$ cat src/rtl/fpu_op_scheduler.sv
// fpu_op_scheduler
//
// Arbitrates two requesters onto one combinational floating-point ALU.
// Only one operation is in flight at a time. The operands are held steady on
// the ALU inputs for a latency that depends on the opcode. The ALU result and
// flags are then captured and offered on the response port until the
// consumer accepts them.
//
// Ports:
//   clk, rst_n                        clock (rising edge), async active-low reset
//   reqN_valid/ready/a/b/oper         requester N operation handshake (N = 0, 1)
//   alu_in1, alu_in2, alu_oper        operands and opcode driven to the ALU
//   alu_result, alu_overflow,
//   alu_underflow, alu_exception      ALU result and flags
//   rsp_valid/ready/id/result/flags   response handshake; flags = {ovf, unf, exc}
//   busy                              high whenever an operation is in flight
//   err_count                         saturating count of flagged responses
module fpu_op_scheduler #(
    parameter int unsigned LAT_ADDSUB = 1,
    parameter int unsigned LAT_MUL    = 2,
    parameter int unsigned LAT_DIV    = 4
) (
    input  logic        clk,
    input  logic        rst_n,
    input  logic        req0_valid,
    output logic        req0_ready,
    input  logic [31:0] req0_a,
    input  logic [31:0] req0_b,
    input  logic [1:0]  req0_oper,
    input  logic        req1_valid,
    output logic        req1_ready,
    input  logic [31:0] req1_a,
    input  logic [31:0] req1_b,
    input  logic [1:0]  req1_oper,
    output logic [31:0] alu_in1,
    output logic [31:0] alu_in2,
    output logic [1:0]  alu_oper,
    input  logic [31:0] alu_result,
    input  logic        alu_overflow,
    input  logic        alu_underflow,
    input  logic        alu_exception,
    output logic        rsp_valid,
    input  logic        rsp_ready,
    output logic        rsp_id,
    output logic [31:0] rsp_result,
    output logic [2:0]  rsp_flags,
    output logic        busy,
    output logic [15:0] err_count
);

    typedef enum logic [1:0] {
        IDLE = 2'd0,
        EXEC = 2'd1,
        RESP = 2'd2
    } state_t;

    state_t      state;
    state_t      state_next;

    logic        grant;
    logic        accept;
    logic        capture;
    logic        rsp_done;
    logic [31:0] sel_a;
    logic [31:0] sel_b;
    logic [1:0]  sel_oper;
    logic [3:0]  sel_lat;

    logic [31:0] op_a;
    logic [31:0] op_b;
    logic [1:0]  op_oper;
    logic        op_id;
    logic [3:0]  count;
    logic        last_grant;

    // Arbitration: a lone requester always wins; on a tie the requester that
    // was not served last wins. Ready is only offered while IDLE, so a request
    // that arrives during EXEC/RESP simply waits with valid held high.
    always_comb begin
        grant      = (req0_valid && req1_valid) ? ~last_grant : req1_valid;
        req0_ready = (state == IDLE) && req0_valid && !grant;
        req1_ready = (state == IDLE) && req1_valid && grant;
        accept     = req0_ready || req1_ready;
        sel_a      = grant ? req1_a    : req0_a;
        sel_b      = grant ? req1_b    : req0_b;
        sel_oper   = grant ? req1_oper : req0_oper;
        case (sel_oper)
            2'b10:   sel_lat = 4'(LAT_MUL);
            2'b11:   sel_lat = 4'(LAT_DIV);
            default: sel_lat = 4'(LAT_ADDSUB);
        endcase
    end

    // Capture on count <= 1 rather than == 1 so that an out-of-range zero
    // latency still completes instead of wrapping the counter and stalling.
    always_comb begin
        capture  = (state == EXEC) && (count <= 4'd1);
        rsp_done = (state == RESP) && rsp_ready;
    end

    always_comb begin
        state_next = state;
        case (state)
            IDLE:    if (accept)   state_next = EXEC;
            EXEC:    if (capture)  state_next = RESP;
            RESP:    if (rsp_done) state_next = IDLE;
            default: state_next = IDLE;
        endcase
    end

    always_ff @(posedge clk or negedge rst_n) begin
        if (!rst_n) begin
            state <= IDLE;
        end else begin
            state <= state_next;
        end
    end

    // Operand, counter and response registers. last_grant resets to 1 so
    // requester 0 wins the first tie after reset.
    always_ff @(posedge clk or negedge rst_n) begin
        if (!rst_n) begin
            op_a       <= 32'd0;
            op_b       <= 32'd0;
            op_oper    <= 2'd0;
            op_id      <= 1'b0;
            count      <= 4'd0;
            last_grant <= 1'b1;
            rsp_result <= 32'd0;
            rsp_flags  <= 3'd0;
            err_count  <= 16'd0;
        end else begin
            if (accept) begin
                op_a       <= sel_a;
                op_b       <= sel_b;
                op_oper    <= sel_oper;
                op_id      <= grant;
                count      <= sel_lat;
                last_grant <= grant;
            end else if (state == EXEC) begin
                count <= count - 4'd1;
            end
            if (capture) begin
                rsp_result <= alu_result;
                rsp_flags  <= {alu_overflow, alu_underflow, alu_exception};
            end
            if (rsp_done && (|rsp_flags) && (err_count != 16'hFFFF)) begin
                err_count <= err_count + 16'd1;
            end
        end
    end

    assign alu_in1   = op_a;
    assign alu_in2   = op_b;
    assign alu_oper  = op_oper;
    assign rsp_id    = op_id;
    assign rsp_valid = (state == RESP);
    assign busy      = (state != IDLE);

endmodule

$ cat config.mk
export PLATFORM = sky130hd
export DESIGN_NAME = fpu_op_scheduler
export DESIGN_NICKNAME = d
export VERILOG_FILES = /design/src/rtl/fpu_op_scheduler.sv
export SDC_FILE = /design/constraint.sdc
export NUM_CORES = 1
export LEC_CHECK = 0
export BUFFER_PORTS_ARGS = -buffer_cell sky130_fd_sc_hd__buf_2
export CORE_MARGIN = 3
export CORE_UTILIZATION = 45
export DETAILED_ROUTE_END_ITERATION = 10
export PLACE_DENSITY_LB_ADDON = 0.3
export SYNTH_ARGS = -nofsm -noshare
export SYNTH_HDL_FRONTEND = slang
export SYNTH_SLANG_ARGS = --single-unit
$ cat constraint.sdc
create_clock -name clk -period 2.2 [get_ports clk]
set_input_delay 0.11 -clock clk [delete_from_list [all_inputs] [get_ports clk]]
set_output_delay 0.11 -clock clk [all_outputs]
set_load 0.02 [all_outputs]
# Yosys cells after proc, flatten, opt, wreduce, memory -nomap -nowiden
# Cells that the tools add are included.
# totals
ff_bits	125
input_bits	172
output_inout_bits	122
elab_cells	49
# op_classes
addsub	2
order_cmp	1
eq_ne	8
mux	11
bitwise	1
reduce_logical	16
# op_table
op	count
$mux 32	2
$add 16x1->16 const B	1
$ne 16x16->1 const B	1
$logic_and 1x1->1	9
$mux 2	4
$mux 4	2
$eq 2x2->1 const B	3
$pmux 2 s3	1
$pmux 3 s2	1
$le 4x1->1 const B	1
$ne 2x2->1 const B	2
$reduce_bool 2->1	2
$sub 4x1->4 const B	1
$reduce_and 3->1	1
$reduce_or 3->1	1
$eq 2x1->1 const B	1
$logic_not 2->1	1
$ne 2x1->1 const B	1
$logic_not 1->1	1
$logic_or 1x1->1	1
$mux 1	1
$not 1->1	1

# Logic depth before layout (Yosys ltp)
# logic_depth
ltp_word	7
ltp_mapped	6
ltp_nobuf	5

# Worst setup path after synthesis
# OpenSTA, ideal clock, no wires.
# synth_timing
kind	register -> register
from	register err_count[0]
to	register err_count[1]
arrival_ns	1.728
path_slack_ns	0.348
stages_incl_launch_ff	6
n_path_buf	0
period_less_slack_ns	1.852
cell_sequence	dfrtp_1 ha_1 and4_1 nand3_1 o21ai_2 mux2_2
# synth_via
elab_chain_cells	2
elab_cells_between_ends	3
cone_classes	add/sub (1); eq/ne (1); reduce/logical (1)
# synth_rtl
element	line	text
from (decl)	48	output logic [15:0] err_count
from (signal assigned)	148	err_count <= err_count + 16'd1;
branches (longest 2 deep; another with $add 16x1->16)	--	
# Several ways; the timed one is not identified.
# A chain may end at the register's enable or synchronous reset.

# Final worst setup path
# layout_timing
from	input req0_valid
to	register op_a[26], in the netlist alu_in1[26]
# layout_via
elab_chain_cells	5
elab_cells_between_ends	8
cone_classes	mux (2); reduce/logical (6)
# layout_rtl
element	line	text
from (decl)	25	input logic req0_valid,
$logic_and 1x1->1	80	grant = (req0_valid && req1_valid) ? ~last_grant : req1_valid;
$mux 1	80	
$logic_not 1->1	81	req0_ready = (state == IDLE) && req0_valid && !grant;
$logic_and 1x1->1	81	
$logic_or 1x1->1	83	accept = req0_ready || req1_ready;
to (signal assigned)	134	op_a <= sel_a;
to (decl)	69	logic [31:0] op_a;
# Parallel ways exist; a longest one is shown, timed or not.

==> results.md <==
- Avg Inst Size Synth: 11.62 um2
- Pin count of the biggest net entering global routing: 64
- Final cell count without fillers: 1,095
- Number of DRC violations after detailed routing: 0
- Type of the tightest min-delay check: input port to flop
- Part of the power in combinational logic: 0.443
- Power density relative to cell area: 1319 mW/mm2
- Most common cell in the synthesized netlist: sky130_fd_sc_hd__dfrtp_1
- Post-detailed-route via-to-cell ratio: 5.022
- Dominant cells by area after synthesis: sky130_fd_sc_hd__dfrtp_1 (56%), sky130_fd_sc_hd__mux2i_1 (12%), sky130_fd_sc_hd__mux2_2 (7.7%)
- Total power draw: 0.01219 W
- Sink count of the clock tree: 125
- Setup repair after global routing missed its margin: false
- Initial antenna violation count: 2
- Buffers from clock root to sink, at most: 2
- Site row count: 40
- Input/output buffers: 293
- Headroom to the max-slew limit: 0.4715
- Detail Route Antenna Nets: 0
- Floorplan die width: 117.4 um
- Switch share: 0.3978
- CP most frequent cell: sky130_fd_sc_hd__dlygate4sd3_1
- Share of Yosys cell area claimed by the top area cell type: 0.5552
- Kind of end point of the critical path: flop
- Count of flip-flops with a built-in enable after synthesis: 0
- Global route overflow: 0
- Relative contribution of the clock network to total power: 0.227
- TNS Setup: 0 ns
- Final critical delay including setup and external delays: 2.090 ns
- Placed cell count: 927
- Count of max-cap constraint violations: 0
- Delay contributed by the slowest stage of the critical path: 0.58 ns
- Worst supply voltage drop on vdd: 0.0006926 V
- Post-synth design cell area: 0.005589 mm2
- Share of post-route cells with drive strength above 1: 0.4108
- Final layout net count: 1,088
- Syn Nets: 656
- Arrival time reported for the critical path endpoint: 2.36 ns
- Worst skew pair latency: 0.41 ns
- Switching power total: 0.004850 W
- Vias in the first global route: 5,972
- Global-route wire length before repair: 30,490 um
- Highest-delay cell along the critical path: sky130_fd_sc_hd__dlygate4sd3_1
- Top flip-flop cell by instance count after synthesis: sky130_fd_sc_hd__dfrtp_1
- Average wire length per cell after detail routing: 17.20 um
- Startpoint type of the worst setup path: input port
- Status: finished clean
- Number of buffers added by the clock tree synthesis step: 17
- Core area: 0.01206 mm2
- Transition time of the tightest slew-check pin: 0.7897 ns
- Number of H-tree branching levels: 4
- Ordered list of cells on the worst path: dlygate4sd3_1 -> buf_2 -> a21boi_4 -> buf_12 -> mux2i_1 -> dlygate4sd3_1 -> o21ai_0
- Seq cells post-synth: 125
- Cell chosen for the clock root: sky130_fd_sc_hd__clkbuf_16
- Standby leakage power: 4.617 nW
- Clock tree from TritonCTS: built
- Number of iterations in the first detailed-routing pass: 5
- CTS clock-pin slew for the worst setup and hold paths: 0.05 ns
- Tightest hold margin: 0.01881 ns
- Final number of max-transition violations: 0
- Die Span Y: 117.4 um
- Library cell occupying the most area in the post-synthesis netlist: sky130_fd_sc_hd__dfrtp_1
- Share of power burned in registers: 0.330
- Final Hold Viols: 0
- Seq/Total Area, Yosys: 0.5599
- Count of warnings emitted by yosys: 0
- Post-detail-place hpwl: 11,400 um
- Maximum clock frequency: 0.4784 GHz
- Worst clock skew: 0.005395 ns
- Gate count after technology mapping: 481
- Top-Level Pins: 294
- Asr flop ratio synth: 1.000
- Global routing usage summed across all routing layers: 0.2774
- Category of the most critical setup path: input port to flop
- Core utilization of the finished layout: 0.7663
- Starting density of the core: 0.4634
- Yosys cell types: 42
- Syn-to-layout area delta: 65.37%
- Total via count after detailed routing: 5,499
- Total setup violations reported at the end of the flow: 0
- Top cells by instance count after synthesis: sky130_fd_sc_hd__dfrtp_1 (124), sky130_fd_sc_hd__nand2_1 (77), sky130_fd_sc_hd__o21ai_0 (69), sky130_fd_sc_hd__mux2i_1 (66), sky130_fd_sc_hd__mux2_2 (38)
- Critical path required time: 2.47 ns
- Worst Path Max Fanout: 59
- First DRT Iteration DRCs: 272
- Power Internal: 0.007341 W
- Portion of the clock cycle consumed by the worst path in the final layout: 0.9500
- Overall die area: 0.01379 mm2
- Sum of routed wire length over all layers: 18,830 um
- Placer Congestion: 0.8004
[final timing paths]
| kind | from | end | slack [ns] | cells after the start |
|---|---|---|---|---|
| max | req0_valid | alu_in1[26]$_DFFE_PN0N_ | 0.11 | 7 |
| max reg2reg | last_grant$_DFFE_PN1N_ | alu_in1[26]$_DFFE_PN0N_ | 0.13 | 5 |
| min | req1_a[15] | alu_in1[15]$_DFFE_PN0N_ | 0.02 | 3 |
| min in group asynchronous | rst_n | err_count[13]$_DFFE_PN0P_ | 0.24 | 2 |
| max in group asynchronous | rst_n | rsp_result[13]$_DFFE_PN0P_ | 1.25 | 3 |
| min reg2reg | alu_in1[28]$_DFFE_PN0N_ | alu_in1[28]$_DFFE_PN0N_ | 0.47 | 2 |
[cell type report]
cell class                 count  area [um2]
inverter                       5       18.77
antenna                        2       5.005
timing repair buffer         439        2965
sequential                   125        3129
fill                         732        2819
tap                          168       210.2
clock inverter                 7       85.08
clock buffer                  24       501.7
multi-input combinational    325        2327
[power by group through the flow]
stage | sequential (W) | clock [W] | combinational, W
6_report | 0.00402 | 0.00277 | 0.00540
3_3_place_gp | 0.00392 | 0 | 0.00488
4_1_cts | 0.00396 | 0.00281 | 0.00528
2_1_floorplan | 0.00512 | 0 | 0.00204
5_1_grt | 0.00414 | 0.00293 | 0.00583
3_5_place_dp | 0.00397 | 0 | 0.00500
[cells in the final DEF, fill, tap and decap left out, types with 3 or more instances in the layout]
cell type and n:
sky130_fd_sc_hd__o21ai_0 69, sky130_fd_sc_hd__inv_1 5, sky130_fd_sc_hd__buf_4 7, sky130_fd_sc_hd__o21a_1 3, sky130_fd_sc_hd__xnor2_1 12, sky130_fd_sc_hd__clkbuf_8 5, sky130_fd_sc_hd__mux2i_1 66, sky130_fd_sc_hd__mux2_2 38
sky130_fd_sc_hd__and2_1 3, sky130_fd_sc_hd__nor3_1 5, sky130_fd_sc_hd__clkinv_2 5, sky130_fd_sc_hd__buf_12 5, sky130_fd_sc_hd__clkbuf_16 17, sky130_fd_sc_hd__buf_2 292, sky130_fd_sc_hd__o2111ai_1 5, sky130_fd_sc_hd__dlygate4sd3_1 135
sky130_fd_sc_hd__dfrtp_1 124, sky130_fd_sc_hd__nand2_1 77, sky130_fd_sc_hd__nand3_1 3, sky130_fd_sc_hd__nor2_1 8, sky130_fd_sc_hd__ha_1 3
[metal layers]
layer / vias up / track usage / part of all wire
met1: 2621 / 0.3045 / 0.37
met2: 247 / 0.4790 / 0.51
met4: 0 / 0.1415 / 0.045
met5: - / 0 / 0
li1: 2560 / - / -
met3: 71 / 0.09306 / 0.076
[per-stage QoR]
stage          setup slack [ns]  cell area (um2)
6_report                 0.1099             9243
5_1_grt                 0.06748             9243
4_1_cts                  0.2523             9228
3_5_place_dp             0.2849             7300
3_3_place_gp             0.3714             7300
2_1_floorplan            0.3475             5589
[critical path: cells and delay by family]
family	cells	cell delay, ns
mux	1	0.26
compound gates	2	0.27
buf+inv	4	1.63
[flip-flops by register name (all words and copies together), names as in the netlist]
name        count
count           4
last_grant      1
rsp_id          1
rsp_flags       3
alu_oper        2
alu_in2        32
alu_in1        32
rsp_result     32
err_count      16
state           2
[what timing repair did]
item / in CTS / in global routing
endpoints found under the hold margin: 122 / 1
buffers inserted: 0 / 0
hold buffers: 134 / 1
resized for setup: 0 / 0
[cell families after synthesis]
family | Yosys count | synth area share
DFF | 125 | 0.5599
AOI/OAI and AO/OA | 91 | 0.09290
adders and majority gates | 3 | 0.006717
and+or+nand+nor | 112 | 0.09425
muxes | 106 | 0.1988
buffers and inverters | 31 | 0.02709
xor gates and xnor gates | 13 | 0.02037
(Power assumes the default switching activity.)
